--- src/rtl/sprite_pkg.sv ---
// Shared sprite definitions: RAM word field layout, screen size and the
// plotter FSM state encoding. Imported by the sprite loader and the plotter.
package sprite_pkg;

    // Sprite RAM word layout: {x[15:10], y[9:4], colour[3:1], stop[0]}
    localparam int X_MSB    = 15;
    localparam int X_W      = 6;
    localparam int Y_MSB    = 9;
    localparam int Y_W      = 6;
    localparam int COL_MSB  = 3;
    localparam int COL_W    = 3;
    localparam int STOP_BIT = 0;

    // Visible area of the VGA adapter
    localparam int DEF_SCREEN_W = 160;
    localparam int DEF_SCREEN_H = 120;

    // Plotter FSM states
    typedef enum logic [2:0] {
        IDLE,
        ADDR,
        WAIT,
        DRAW,
        DONE
    } plot_state_t;

endpackage

--- src/rtl/sprite_word_unpack.sv ---
// Splits a sprite RAM word into its fields, offsets the coordinates by the
// latched origin and decides whether the pixel lands on screen.
// Build option: SPRITE_PLOTTER_TRANSPARENT_EN suppresses pixels whose colour
// equals TRANSPARENT_COLOUR.
module sprite_word_unpack
    import sprite_pkg::*;
#(
    parameter int         SCREEN_W           = DEF_SCREEN_W,
    parameter int         SCREEN_H           = DEF_SCREEN_H,
    parameter logic [2:0] TRANSPARENT_COLOUR = 3'b000
) (
    input  logic [15:0] ram_data,
    input  logic [7:0]  origin_x,
    input  logic [6:0]  origin_y,
    output logic [7:0]  px,
    output logic [6:0]  py,
    output logic [2:0]  colour,
    output logic        stop,
    output logic        visible
);

`ifdef SPRITE_PLOTTER_TRANSPARENT_EN
    localparam bit KEY_EN = 1'b1;
`else
    localparam bit KEY_EN = 1'b0;
`endif

    logic [X_W-1:0] x;
    logic [Y_W-1:0] y;
    logic [8:0]     sx;
    logic [7:0]     sy;
    logic           in_bounds;
    logic           keyed;

    // Field split and offset; sums are kept wide so off-screen pixels are
    // compared before any truncation to the adapter's coordinate width.
    always_comb begin
        x         = ram_data[X_MSB -: X_W];
        y         = ram_data[Y_MSB -: Y_W];
        colour    = ram_data[COL_MSB -: COL_W];
        stop      = ram_data[STOP_BIT];
        sx        = {1'b0, origin_x} + {3'b000, x};
        sy        = {1'b0, origin_y} + {2'b00, y};
        in_bounds = (sx < 9'(SCREEN_W)) && (sy < 8'(SCREEN_H));
        keyed     = KEY_EN && (colour == TRANSPARENT_COLOUR);
        visible   = in_bounds && !keyed;
        px        = sx[7:0];
        py        = sy[6:0];
    end

endmodule

--- src/rtl/sprite_plotter.sv ---
// Sprite plotter: after a start pulse walks the sprite RAM from address 0,
// waits out the RAM read latency for each word and emits one plot strobe per
// on-screen pixel to the 160x120 VGA adapter, until a word with stop=0 or the
// last RAM address. All outputs are registered.
// Build option: SPRITE_PLOTTER_TRANSPARENT_EN (see sprite_word_unpack).
module sprite_plotter
    import sprite_pkg::*;
#(
    parameter int         READ_LATENCY       = 2,
    parameter int         SPRITE_WORDS       = 1024,
    parameter int         SCREEN_W           = DEF_SCREEN_W,
    parameter int         SCREEN_H           = DEF_SCREEN_H,
    parameter logic [2:0] TRANSPARENT_COLOUR = 3'b000
) (
    input  logic        clk,
    input  logic        resetn,
    input  logic        start,
    input  logic [7:0]  origin_x,
    input  logic [6:0]  origin_y,
    output logic [9:0]  addr_read,
    input  logic [15:0] ram_data,
    output logic [7:0]  vga_x,
    output logic [6:0]  vga_y,
    output logic [2:0]  vga_colour,
    output logic        plot,
    output logic        busy,
    output logic        done
);

    localparam int                WAIT_W    = $clog2(READ_LATENCY + 1);
    localparam logic [WAIT_W-1:0] WAIT_LOAD = WAIT_W'(READ_LATENCY - 1);
    localparam logic [9:0]        LAST_ADDR = 10'(SPRITE_WORDS - 1);

    plot_state_t       state, state_nx;
    logic [9:0]        count_q, count_nx;
    logic [WAIT_W-1:0] wait_q, wait_nx;
    logic [7:0]        org_x_q, org_x_nx;
    logic [6:0]        org_y_q, org_y_nx;
    logic [9:0]        addr_nx;
    logic [7:0]        vga_x_nx;
    logic [6:0]        vga_y_nx;
    logic [2:0]        vga_colour_nx;
    logic              plot_nx, busy_nx, done_nx;

    logic [7:0]        px;
    logic [6:0]        py;
    logic [2:0]        pcol;
    logic              pstop, pvis;

    sprite_word_unpack #(
        .SCREEN_W          (SCREEN_W),
        .SCREEN_H          (SCREEN_H),
        .TRANSPARENT_COLOUR(TRANSPARENT_COLOUR)
    ) u_unpack (
        .ram_data(ram_data),
        .origin_x(org_x_q),
        .origin_y(org_y_q),
        .px      (px),
        .py      (py),
        .colour  (pcol),
        .stop    (pstop),
        .visible (pvis)
    );

    // State, counters, latched origin and all outputs register here.
    // NOTE: non-blocking assignments so every register samples the pre-edge values.
    always_ff @(posedge clk or negedge resetn) begin
        if (!resetn) begin
            state      <= IDLE;
            count_q    <= '0;
            wait_q     <= '0;
            org_x_q    <= '0;
            org_y_q    <= '0;
            addr_read  <= '0;
            vga_x      <= '0;
            vga_y      <= '0;
            vga_colour <= '0;
            plot       <= 1'b0;
            busy       <= 1'b0;
            done       <= 1'b0;
        end else begin
            state      <= state_nx;
            count_q    <= count_nx;
            wait_q     <= wait_nx;
            org_x_q    <= org_x_nx;
            org_y_q    <= org_y_nx;
            addr_read  <= addr_nx;
            vga_x      <= vga_x_nx;
            vga_y      <= vga_y_nx;
            vga_colour <= vga_colour_nx;
            plot       <= plot_nx;
            busy       <= busy_nx;
            done       <= done_nx;
        end
    end

    // Next-state and next-output logic; busy/done follow the next state so
    // they line up with the registered state.
    // NOTE: every signal gets a default first so no latch can be inferred.
    always_comb begin
        state_nx      = state;
        count_nx      = count_q;
        wait_nx       = wait_q;
        org_x_nx      = org_x_q;
        org_y_nx      = org_y_q;
        addr_nx       = addr_read;
        vga_x_nx      = vga_x;
        vga_y_nx      = vga_y;
        vga_colour_nx = vga_colour;
        plot_nx       = 1'b0;

        unique case (state)
            IDLE: begin
                addr_nx = '0;
                if (start) begin
                    org_x_nx = origin_x;
                    org_y_nx = origin_y;
                    count_nx = '0;
                    state_nx = ADDR;
                end
            end
            ADDR: begin
                addr_nx  = count_q;
                wait_nx  = WAIT_LOAD;
                state_nx = WAIT;
            end
            WAIT: begin
                if (wait_q == '0) begin
                    state_nx = DRAW;
                end else begin
                    wait_nx = wait_q - WAIT_W'(1);
                end
            end
            DRAW: begin
                vga_x_nx      = px;
                vga_y_nx      = py;
                vga_colour_nx = pcol;
                plot_nx       = pvis;
                // The RAM is never read past its last address
                if (!pstop || (count_q == LAST_ADDR)) begin
                    state_nx = DONE;
                end else begin
                    count_nx = count_q + 10'd1;
                    state_nx = ADDR;
                end
            end
            DONE: begin
                addr_nx  = '0;
                state_nx = IDLE;
            end
            default: begin
                state_nx = IDLE;
            end
        endcase

        busy_nx = (state_nx != IDLE);
        done_nx = (state_nx == DONE);
    end

endmodule

--- config.mk ---
export PLATFORM = sky130hd
export DESIGN_NAME = sprite_plotter
export DESIGN_NICKNAME = d
export VERILOG_FILES = /design/src/rtl/sprite_pkg.sv /design/src/rtl/sprite_word_unpack.sv /design/src/rtl/sprite_plotter.sv
export SDC_FILE = /design/constraint.sdc
export NUM_CORES = 1
export LEC_CHECK = 0
export ABC_AREA = 0
export BUFFER_PORTS_ARGS = -buffer_cell sky130_fd_sc_hd__buf_2
export CAP_MARGIN = 15
export CORE_ASPECT_RATIO = 0.8
export CORE_MARGIN = 3
export CORE_UTILIZATION = 35
export DETAILED_ROUTE_END_ITERATION = 16
export PLACE_DENSITY = 0.66
export SETUP_SLACK_MARGIN = 0.1
export SLEW_MARGIN = 20
export SYNTH_ARGS = -nofsm -noshare
export SYNTH_HDL_FRONTEND = slang
export SYNTH_SLANG_ARGS = --single-unit
--- constraint.sdc ---
create_clock -name clk -period 2.05 [get_ports clk]
set_input_delay 0.1025 -clock clk [delete_from_list [all_inputs] [get_ports clk]]
set_output_delay 0.1025 -clock clk [all_outputs]
set_load 0.01 [all_outputs]
# --- Yosys cells after proc, flatten, opt, wreduce, memory -nomap -nowiden ---
# Cells that the tools add are included.
word_totals:
  register_bits: 61
  in_bits: 34
  out_inout_bits: 31
  elab_cells: 51
op_classes:
  n_addsub: 4
  order_cmp: 2
  n_eq_ne: 9
  muxes: 11
  reduce_logical: 13
ops:
  columns: ["operator", "n"]
  rows:
  - ["$pmux 10 s2", 2]
  - ["$mux 10", 2]
  - ["$pmux 3 s4", 1]
  - ["$add 10x1->10 const B", 1]
  - ["$eq 10x10->1 const B", 1]
  - ["$add 8x6->9", 1]
  - ["$lt 9x8->1 const B", 1]
  - ["$mux 3", 3]
  - ["$add 7x6->8", 1]
  - ["$lt 8x7->1 const B", 1]
  - ["$eq 3x2->1 const B", 2]
  - ["$eq 3x3->1 const B", 2]
  - ["$ne 2x2->1 const B", 3]
  - ["$reduce_bool 2->1", 3]
  - ["$pmux 2 s2", 1]
  - ["$reduce_and 2->1", 2]
  - ["$eq 3x1->1 const B", 1]
  - ["$logic_not 3->1", 1]
  - ["$reduce_and 3->1", 1]
  - ["$reduce_bool 3->1", 1]
  - ["$logic_not 2->1", 1]
  - ["$mux 2", 1]
  - ["$reduce_or 2->1", 1]
  - ["$sub 2x1->2 const B", 1]
  - ["other kinds (4)", 4]

# --- Depth between registers and ports, before layout ---
# Gate-level depths: netlist of run 1.
depth:
  depth_word: 5
  ltp_mapped: 9

# --- By module ---
# Synthesis of run 1 repeated with hierarchy kept, for this count alone.
hier_totals:
  cells_unflattened: 283
  area_unflattened_um2: 3293.2
by_module_without_submodules:
  columns: ["module", "instances", "cells_per_inst", "area_per_inst_um2"]
  rows:
  - ["sprite_plotter", 1, 202, 2641.3]
  - ["sprite_word_unpack", 1, 81, 651.9]

# --- Worst setup path after synthesis of run 1 ---
# No wires, ideal clock.
synth_path:
  kind: "register to register"
  startpoint: "reg org_y_q[1]"
  endpoint: "reg plot"
  setup_ns: 0.120
  t_arrival_ns: 1.936
  t_required_ns: 1.930
  setup_slack_ns: -0.007
  stages_incl_launch_ff: 8
  synth_period_minus_slack_ns: 2.057
  cell_sequence: "dfrtp_1 ha_1 a211oi_2 o21ai_1 o211a_1 or3_1 or3_1 o211a_1"
synth_via:
  elab_chain_len: 4
synth_lines:
  columns: ["element", "line_no", "rtl"]
  rows:
  - ["start: declaration", "sprite_plotter.sv:38", "logic [6:0] org_y_q, org_y_nx;"]
  - ["start signal: assignment", "sprite_plotter.sv:86", "org_y_q <= org_y_nx;"]
  - ["$add 7x6->8", "sprite_word_unpack.sv:43", "sy = {1'b0, origin_y} + {2'b00, y};"]
  - ["$lt 8x7->1", "sprite_word_unpack.sv:44", "in_bounds = (sx < 9'(SCREEN_W)) && (sy < 8'(SCREEN_H));"]
  - ["$logic_and 1x1->1", "sprite_word_unpack.sv:44", null]
  - ["$mux 1", "sprite_plotter.sv:112", "unique case (state)"]
  - ["named net plot_nx", "sprite_plotter.sv:43", "logic plot_nx, busy_nx, done_nx;"]
  - ["end signal: assignment", "sprite_plotter.sv:91", "plot <= plot_nx;"]
  - ["end: declaration", "sprite_plotter.sv:25", "output logic plot,"]
# The timed path passes the listed nets, and every way through them passes these cells.
# A chain may end at the register's enable or synchronous reset.

# --- Worst setup path after layout of run 1 ---
# Ends and elaborated chain as after synthesis.

==> impl_metrics.py, run 1 <==
metrics = {
    "sta": {
        "period_needed_ns": 2.08,
        "finalSetupViolCount": 1,
        "tightest_slew_ns": 0.657,
        "post-route-period-util_pct": 101,
        "timing.slew.headroom_pct": 56.2,
        "fin_worst_skew_ns": 0.00508,
        "finalWorstSetupSlack_ns": -0.0255,
        "hold_viol_final": 0,
        "maxSlewViolCount": 0,
        "fmax_mhz": 482,
        "rsz0062_at_grt": "true",
    },
    "detailed_routing": {
        "drtIter0Drc": 103,
        "drtAntennaViolNets": 0,
        "vias": 2533,
        "wl_um": 7430,
        "detail_route.vias_per_cell": 4.99,
        "drcViolationCount": 0,
        "post_drt_wl_per_cell_um": 14.6,
        "dr.pass1.iters": 4,
    },
    "cells_and_area": {
        "instances_no_fill": 508,
        "antenna_cells": 0,
        "drive_gt1_share_pct": 30.5,
        "area_growth_pct": 32.3,
        "nets": 447,
    },
    "grt": {
        "grt_first_pass_wirelength_um": 12300,
        "antenna_found_initial": 0,
        "grt_max_degree": 35,
        "grt_overflow": 0,
        "grt_pass1_vias": 2523,
        "grt_usage_pct": 15.1,
    },
    "critical_path": {
        "cp-start-kind": "flip-flop",
        "cp_data_required_time_ns": 2.28,
        "worstSetupPathType": "reg2reg",
        "end_kind": "flip-flop",
        "arrival_ns": 2.30,
        "cp_max_fo": 2,
    },
    "clocking": {
        "clockRootBuffer": "clkbuf_8",
        "cts_sinks": 61,
        "cts_max_path_buffers": 2,
        "htreeDepth": 3,
        "cts.clk_slew.worst_paths_ns": 0.07,
        "cts_tree": "built",
        "clock_latency_ns": 0.34,
        "numCtsBuffers": 9,
    },
    "floorplanning": {
        "fp.dieW_um": 111,
        "die_h_um": 89.8,
        "io_pins": 65,
        "dieArea_um2": 9940,
        "core_area_um2": 8240,
        "initial_core_util_pct": 37.3,
        "fp-row-count": 29,
    },
    "yosys": {
        "seq_area_frac_synth_pct": 49.7,
        "synth_cells": 301,
        "synth_warnings": 0,
        "syn_avg_cell_area_um2": 10.2,
        "ys_seq_elements": 61,
        "synth_cell_types": 40,
        "syn_nets": 351,
        "synth_area_um2": 3070,
    },
    "power_and_ir_drop": {
        "powerDensity_nw_per_um2": 1340,
        "max-vdd-ir-drop_v": 0.000566,
        "fin_total_pwr_w": 0.00543,
        "leakage_nw": 2.02,
    },
    "placed_design": {
        "dp_slack_ns": 0.00753,
        "placed_cells": 471,
        "dp_hpwl_um": 5010,
        "gp_congestion": 0.787,
        "io_buffer_count": 64,
    },
    "flow_run": {
        "maxCapViolCount": 0,
    },
    "status": {
        "violations": "negative setup slack",
        "status": "complete, but fails checks",
    },
    "hold_path": {
        "hold_class": "in2reg",
    },
}
registers in the layout, indices dropped and copies added, names as in the netlist:
signal and flops:
addr_read 10, count_q 10, org_x_q 8, vga_x 8, org_y_q 7, vga_y 7
state 3, vga_colour 3, wait_q 2, busy 1, done 1, plot 1
power breakdown:
group | internal [W] | switching (W) | total, W
Clock | 0.000556 | 0.000462 | 0.00102
Sequential | 0.00162 | 0.000267 | 0.00189
Combinational | 0.00115 | 0.00137 | 0.00252
logic make-up (layout without fill, tap and decap cells):
group	Yosys count	count (layout)	share of synthesized area, %
flops	61	61	49.7
xor+xnor	13	13	3.71
fa+ha+maj	16	16	7.01
buf+inv	29	128	3.71
mux	13	13	4.77
compound gates	81	81	18.0
simple gates	88	88	13.2
cells in the mapped netlist (all sizes together):
master / n / area [um2]
nand2b: 2 / 12.5
nor3: 5 / 25.0
clkbuf: 7 / 26.3
buf: 6 / 27.5
a311oi: 2 / 23.8
ha: 14 / 175
o211a: 2 / 20.0
o21ai: 31 / 155
or3: 3 / 18.8
nand3b: 1 / 20.0
a21oi: 11 / 55.1
a21o: 4 / 30.0
dfrtp: 61 / 1530
a211oi: 3 / 27.5
a2111oi: 1 / 8.76
inv: 16 / 60.1
nand4: 3 / 18.8
and3: 2 / 12.5
a22o: 21 / 184
mux2: 13 / 146
nand2: 41 / 154
nor2: 21 / 78.8
o31ai: 1 / 7.51
o31a: 1 / 8.76
or2: 1 / 6.26
a211o: 1 / 8.76
o21bai: 1 / 7.51
o21a: 2 / 15.0
nor2b: 3 / 18.8
xor2: 9 / 78.8
nor3b: 1 / 12.5
nand3: 4 / 20.0
xnor2: 4 / 35.0
nor4: 1 / 6.26
fa: 2 / 40.0
per-layer routing:
layer	wire, um	part of all wire, %	up-vias	global-route usage, %
met3	361	4.9	15	3.69
li1	-	-	1246	-
met5	0	0	-	0
met4	161	2.2	0	6.87
met1	3650	49	1201	20.3
met2	3260	44	71	23.1
what timing repair did:
item | 4_1_cts | 5_1_grt
gates cloned | 0 | 1
pin swaps | 0 | 9
hold buffers | 20 | 0
endpoints found under the hold margin | 47 | 0
gates resized for setup | 0 | 20
endpoints found under the setup margin | 1 | 13
setup buffers | 0 | 2
critical path, stage by stage (launching register included):
cell and delay, ns:
dfrtp_1 0.40, ha_4 0.23, a211oi_4 0.27, o21ai_1 0.11, o211a_1 0.12, or3_1 0.32, or3_1 0.31, o211a_1 0.20
cells in the final DEF, fill, tap and decap left out, types with 3 or more instances in the layout:
cell,count
inv_1,16
nand4_1,3
mux2_2,11
nor2_1,20
nand3_1,4
nand2_1,41
buf_4,11
a21o_1,4
a21oi_1,10
dlygate4sd3_1,20
o21ai_0,26
or3_1,3
ha_1,9
clkbuf_8,13
xnor2_1,4
ha_2,3
a22o_1,21
o21ai_1,5
nor3_1,5
buf_2,65
xor2_1,9
dfrtp_1,60
through the flow:
step           utilization [%]  hold WS (ns)  setup TNS [ns]  cell area, um2
4_1_cts                   48.1        0.0756         -0.0511            3960
6_report                  49.3         0.117         -0.0255            4060
3_5_place_dp              43.4         0.175               0            3580
2_1_floorplan                -        -0.193               0            3080
3_3_place_gp              43.4         0.172               0            3580
5_1_grt                   49.3         0.124          -0.165            4060
layout make-up:
cell class	instances	area, um2
Fill cell	770	4170
Sequential cell	61	1530
Multi-Input combinational cell	211	1520
Timing Repair Buffer	98	639
Clock buffer	13	179
Tap cell	108	135
Inverter	16	60.1
Clock inverter	1	5.00
worst paths after layout:
kind | slack, ns | startpoint | depth (start not counted) | end
max | -0.03 | org_y_q[1] | 7 | plot
min | 0.12 | ram_data[10] | 4 | vga_x[0]
max reg2reg | -0.03 | org_y_q[1] | 7 | plot
min reg2reg | 0.47 | vga_x[1] | 2 | vga_x[1]
max in group asynchronous | 1.10 | resetn | 3 | count_q[0]
min in group asynchronous | 0.33 | resetn | 2 | org_y_q[6]
Note: power is estimated with default switching activity, not from simulation.
==> run 2: changes to the inputs <==
==> constraint.sdc (replaced) <==
create_clock -name clk -period 1.75 [get_ports clk]
set_input_delay 0.0875 -clock clk [delete_from_list [all_inputs] [get_ports clk]]
set_output_delay 0.0875 -clock clk [all_outputs]
set_load 0.01 [all_outputs]
==> run 2 against run 1 <==
The run still ends with negative setup slack left; clock power hardly changed; critical path type unchanged; design area increased by 8.3%; largest cell class is now multi-input gates; wire length is 0.71% higher; highest routed layer unchanged; power rose by 27%; worst hold slack got worse by 0.024 ns; combinational power rose by 45%; largest power group unchanged.
==> impl_metrics.py, run 2 (synthesis gave the netlist of run 1 again) <==
metrics = {
    "cells_and_area": {
        "most-common-layout-cells": "64 x buf_2, 61 x dfrtp_1, 38 x nand2_1, 37 x buf_4, 21 x a22o_1",
        "final_area_um2": 4400,
        "utilization_pct": 53.4,
        "layout_commonest_cell": "buf_2",
        "antenna_cells": 0,
        "area_growth_pct": 43.3,
        "drive_gt1_share_pct": 39.2,
        "reg_top3": "addr_read: 10 flops, count_q: 10 flops",
        "nets": 477,
        "instances_no_fill": 539,
        "fillers": 744,
    },
    "grt": {
        "grt_use_met2_pct": 24.0,
        "grt_overflow": 0,
        "met1_usage_pct": 20.9,
        "grt_first_pass_wirelength_um": 12700,
        "busiest_layer": "met2",
        "grtUsageMet3_pct": 4.50,
        "grt_pass1_vias": 2694,
        "antenna_found_initial": 0,
        "grt_usage_pct": 15.6,
        "grt_max_degree": 62,
    },
    "critical_path": {
        "cp_slowest_stage_delay_ns": 0.38,
        "cp_max_fo": 2,
        "cp-start-kind": "flip-flop",
        "arrival_ns": 2.26,
        "end_kind": "flip-flop",
        "cp_data_required_time_ns": 1.98,
        "path_cells": "ha_1 -> a211oi_2 -> o21ai_1 -> o211a_1 -> or3_1 -> or3_1 -> o211a_1",
        "crit_slowest_cell": "dfrtp_1",
        "worstSetupPathType": "reg2reg",
    },
    "power_and_ir_drop": {
        "leakage_nw": 2.21,
        "powerDensity_nw_per_um2": 1570,
        "max-vdd-ir-drop_v": 0.000663,
    },
    "sta": {
        "hold_slack_ns": 0.0930,
        "fmax_mhz": 492,
        "period_needed_ns": 2.03,
        "maxSlewViolCount": 0,
        "tightest_slew_ns": 0.385,
        "rsz0062_at_grt": "true",
        "hold_viol_final": 0,
        "fin_worst_skew_ns": 0.00840,
        "post-route-period-util_pct": 116,
        "timing.slew.headroom_pct": 74.3,
        "finalWorstSetupSlack_ns": -0.284,
        "finalSetupViolCount": 7,
    },
    "placed_design": {
        "placed_area_um2": 3780,
        "gp_congestion": 0.790,
        "io_buffer_count": 64,
        "placed_cells": 495,
        "dp_hpwl_um": 5090,
    },
    "clocking": {
        "htreeDepth": 3,
        "cts_sinks": 61,
        "cts_tree": "built",
        "clock_latency_ns": 0.33,
        "clockRootBuffer": "clkbuf_8",
        "cts.clk_slew.worst_paths_ns": 0.06,
        "numCtsBuffers": 9,
        "cts_max_path_buffers": 2,
    },
    "detailed_routing": {
        "post_drt_wl_per_cell_um": 13.9,
        "dr.pass1.iters": 4,
        "drcViolationCount": 0,
        "wl_um": 7480,
        "vias": 2628,
        "detail_route.vias_per_cell": 4.88,
        "drtAntennaViolNets": 0,
        "drtIter0Drc": 110,
    },
    "floorplanning": {
        "fp.dieW_um": 111,
        "fp-row-count": 29,
        "die_h_um": 89.8,
        "core_area_um2": 8240,
        "initial_core_util_pct": 37.3,
        "io_pins": 65,
        "dieArea_um2": 9940,
    },
    "status": {
        "violations": "negative setup slack",
        "status": "complete, but fails checks",
    },
    "flow_run": {
        "maxCapViolCount": 0,
    },
    "hold_path": {
        "hold_class": "in2reg",
    },
}
-- run 2: cell count changes in the layout (fill, tap and decap cells not counted), sizes merged --
cell    previous run  this run
buf               78       108
clkinv             1         2
-- run 2: metrics by stage --
stage / total power, W / TNS (ns) / setup WS [ns]
after floorplan: 0.00411 / -0.222 / -0.198
after global placement: 0.00522 / -0.574 / -0.259
after detailed placement: 0.00532 / -0.896 / -0.297
after CTS: 0.00665 / -0.774 / -0.290
after global routing: 0.00750 / -2.18 / -0.396
final: 0.00689 / -0.695 / -0.284
-- run 2: worst paths after layout --
path / to / from / depth (start not counted) / slack [ns]
max in group asynchronous: org_x_q[1] / resetn / 3 / 1.18
worst min-delay path: vga_x[0] / ram_data[10] / 4 / 0.09
worst min register to register: vga_colour[1] / vga_colour[1] / 2 / 0.47
worst max-delay path: plot / org_y_q[1] / 7 / -0.28
worst max register to register: plot / org_y_q[1] / 7 / -0.28
min in group asynchronous: org_y_q[6] / resetn / 3 / 0.28
-- run 2: critical path, delay by kind of cell, from the launching register on --
family                   cells  cell delay, ns
adder cells (fa/ha/maj)      1            0.30
flip-flops                   1            0.38
AND/OR/NAND/NOR              2            0.62
AO/OA/AOI/OAI                4            0.62
-- run 2: layout make-up --
class | instances | area (um2) | area share, %
Inverter | 16 | 60.1 | 1.36
Clock inverter | 2 | 10.0 | 0.227
Tap cell | 108 | 135 | 3.07
Timing Repair Buffer | 128 | 895 | 20.3
Multi-Input combinational cell | 211 | 1630 | 37.0
Sequential cell | 61 | 1530 | 34.7
Clock buffer | 13 | 149 | 3.38
-- run 2: repair_timing --
item                       in CTS  in global routing
resized for setup              27                 28
pin swaps                      11                 29
hold endpoints to repair       81                  0
setup endpoints to repair      17                 25
gates cloned                    1                  0
hold buffers                   20                  0
setup buffers                   4                  7
-- run 2: routing by layer --
metal  routed length [um]  part of all wire, %  vias to the layer above
li1                     -                    -                     1307
met1                 3620                   48                     1262
met2                 3460                   46                       52
met3                  301                  4.0                        7
met4                   97                  1.3                        0
met5                    0                    0                        -
-- run 2: power breakdown --
part           switching (W)  total, W  leakage [nW]  internal [W]
sequential          0.000289   0.00219         0.778       0.00190
combinational        0.00182   0.00366          1.35       0.00183
clock               0.000503   0.00104        0.0833      0.000541
total                0.00262   0.00689          2.21       0.00427
==> run 3: changes to the inputs <==
--- a/config.mk
+++ b/config.mk
@@ -12,7 +12,7 @@
 export CORE_MARGIN = 3
 export CORE_UTILIZATION = 35
 export DETAILED_ROUTE_END_ITERATION = 16
-export PLACE_DENSITY = 0.66
+export PLACE_DENSITY = 0.56
 export SETUP_SLACK_MARGIN = 0.1
 export SLEW_MARGIN = 20
 export SYNTH_ARGS = -nofsm -noshare
==> constraint.sdc (replaced) <==
create_clock -name clk -period 1.64 [get_ports clk]
set_input_delay 0.082 -clock clk [delete_from_list [all_inputs] [get_ports clk]]
set_output_delay 0.082 -clock clk [all_outputs]
set_load 0.01 [all_outputs]
==> run 3 against run 2 <==
The run still ends with negative setup slack left; non-clock buffer count up 1; clock power increased by 27%; setup slack lost 0.14 ns; via count rose by 0.19%; global-route usage down 0.54 points; register-to-register slack got worse by 0.14 ns; final cell count increased by 0.37%; highest routed layer unchanged; worst hold slack got worse by 0.025 ns; design area rose by 2.0%; largest cell class unchanged.
==> impl_metrics.py, run 3 (synthesis gave the netlist of run 1 again) <==
metrics = {
    "status": {
        "violations": "negative setup slack",
        "status": "complete, but fails checks",
    },
    "clocking": {
        "htreeDepth": 3,
        "clockRootBuffer": "clkbuf_8",
        "cts_max_path_buffers": 2,
        "cts.clk_slew.worst_paths_ns": 0.07,
        "cts_sinks": 61,
        "clock_latency_ns": 0.34,
        "cts_tree": "built",
        "numCtsBuffers": 9,
    },
    "sta": {
        "maxSlewViolCount": 0,
        "fmax_mhz": 485,
        "finalWorstSetupSlack_ns": -0.420,
        "rsz0062_at_grt": "true",
        "hold_viol_final": 0,
        "timing.slew.headroom_pct": 77.7,
        "period_needed_ns": 2.06,
        "tightest_slew_ns": 0.334,
        "fin_worst_skew_ns": 0.0103,
        "finalSetupViolCount": 11,
        "post-route-period-util_pct": 126,
    },
    "floorplanning": {
        "die_h_um": 89.8,
        "dieArea_um2": 9940,
        "io_pins": 65,
        "fp.dieW_um": 111,
        "fp-row-count": 29,
        "core_area_um2": 8240,
        "initial_core_util_pct": 37.3,
    },
    "power_and_ir_drop": {
        "leakage_nw": 2.25,
        "p_switching_w": 0.00287,
        "p_clk_share_pct": 17.4,
        "powerDensity_nw_per_um2": 1690,
        "combPwrFrac_pct": 51.7,
        "max-vdd-ir-drop_v": 0.000635,
        "swShare_pct": 37.8,
        "pwr-share-seq_pct": 30.9,
        "p_int_w": 0.00473,
    },
    "detailed_routing": {
        "vias": 2633,
        "dr.pass1.iters": 4,
        "drtAntennaViolNets": 0,
        "post_drt_wl_per_cell_um": 14.0,
        "top_layer_used": "met4",
        "drtIter0Drc": 85,
        "drcViolationCount": 0,
        "met2_length_um": 3450,
        "detail_route.vias_per_cell": 4.87,
        "routed-wl-met3_um": 330,
        "m1WireLength_um": 3670,
        "wl_um": 7570,
    },
    "hold_path": {
        "hold_class": "in2reg",
    },
    "critical_path": {
        "cp_max_fo": 2,
        "cp-start-kind": "flip-flop",
        "end_kind": "flip-flop",
        "arrival_ns": 2.28,
        "worstSetupPathType": "reg2reg",
        "cp_data_required_time_ns": 1.86,
    },
    "grt": {
        "antenna_found_initial": 0,
        "grt_usage_pct": 15.0,
        "grt_max_degree": 62,
        "grt_pass1_vias": 2608,
        "grt_first_pass_wirelength_um": 12300,
        "grt_overflow": 0,
    },
    "cells_and_area": {
        "utilization_pct": 54.5,
        "most-common-layout-cells": "64 x buf_2, 60 x dfrtp_1, 38 x nand2_1, 37 x buf_4, 21 x a22o_1",
        "layout_commonest_cell": "buf_2",
        "drive_gt1_share_pct": 40.9,
        "reg_top3": "addr_read: 10 flops, count_q: 10 flops",
        "instances_no_fill": 541,
        "fillers": 726,
        "antenna_cells": 0,
        "nets": 478,
        "area_growth_pct": 46.1,
    },
    "flow_run": {
        "maxCapViolCount": 0,
    },
    "placed_design": {
        "gp_congestion": 0.824,
        "io_buffer_count": 64,
        "placed_cells": 501,
        "dp_hpwl_um": 5010,
    },
}
==> run 3: path summary, 6_finish.rpt <==
kind | end | slack, ns | startpoint | cells after the start
setup / recovery | plot | -0.42 | org_y_q[1] | 8
hold / removal | vga_y[0] | 0.07 | ram_data[4] | 4
setup reg to reg | plot | -0.42 | org_y_q[1] | 8
hold reg to reg | vga_colour[1] | 0.47 | vga_colour[1] | 2
max in group asynchronous | state[1] | 1.07 | resetn | 3
min in group asynchronous | vga_y[6] | 0.29 | resetn | 3
==> run 3: power groups by stage <==
| stage | Combinational (W) | Sequential, W | Clock [W] |
|---|---|---|---|
| global route | 0.00437 | 0.00242 | 0.00142 |
| floorplan | 0.00207 | 0.00242 | 0 |
| CTS | 0.00361 | 0.00234 | 0.00138 |
| global placement | 0.00335 | 0.00235 | 0 |
| detailed placement | 0.00340 | 0.00237 | 0 |
| finish | 0.00393 | 0.00235 | 0.00132 |
==> run 3: what timing repair did <==
| item | 4_1_cts | 5_1_grt |
|---|---|---|
| gates cloned | 0 | 1 |
| hold buffers | 20 | 0 |
| setup buffers | 0 | 4 |
| endpoints found under the hold margin | 81 | 0 |
| endpoints found under the setup margin | 19 | 32 |
| gates resized for setup | 24 | 25 |
| pin swaps | 18 | 14 |
==> run 3: cell type report <==
type	count	area (um2)	area share, %
Clock inverter	4	47.5	1.06
Clock buffer	12	145	3.23
Sequential cell	61	1530	34.0
Multi-Input combinational cell	211	1650	36.8
Tap cell	108	135	3.01
Timing Repair Buffer	129	920	20.5
Inverter	16	60.1	1.34
==> run 3: worst max-delay path: stages (launching register included) <==
cell       delay [ns]
dfrtp_1          0.41
ha_4             0.28
a211oi_2         0.06
buf_4            0.14
nor2_4           0.09
a2111oi_2        0.07
or3_1            0.36
or3_1            0.31
o211a_1          0.21
==> run 3: metal layers <==
metal,up-vias,GRT usage (%)
met1,1255,20.6
met4,0,4.72
li1,1316,-
met2,52,22.7
met3,10,4.70
met5,-,0
==> run 3: stage by stage <==
| step | area, um2 | power, W | worst slack (ns) | setup TNS [ns] | hold slack, ns |
|---|---|---|---|---|---|
| CTS | 4340 | 0.00734 | -0.425 | -1.73 | 0.0514 |
| global placement | 3880 | 0.00570 | -0.374 | -1.34 | 0.119 |
| global route | 4490 | 0.00821 | -0.487 | -2.81 | 0.0866 |
| finish | 4490 | 0.00761 | -0.420 | -1.51 | 0.0684 |
| floorplan | 3160 | 0.00450 | -0.308 | -0.519 | -0.214 |
| detailed placement | 3880 | 0.00576 | -0.401 | -1.53 | 0.122 |
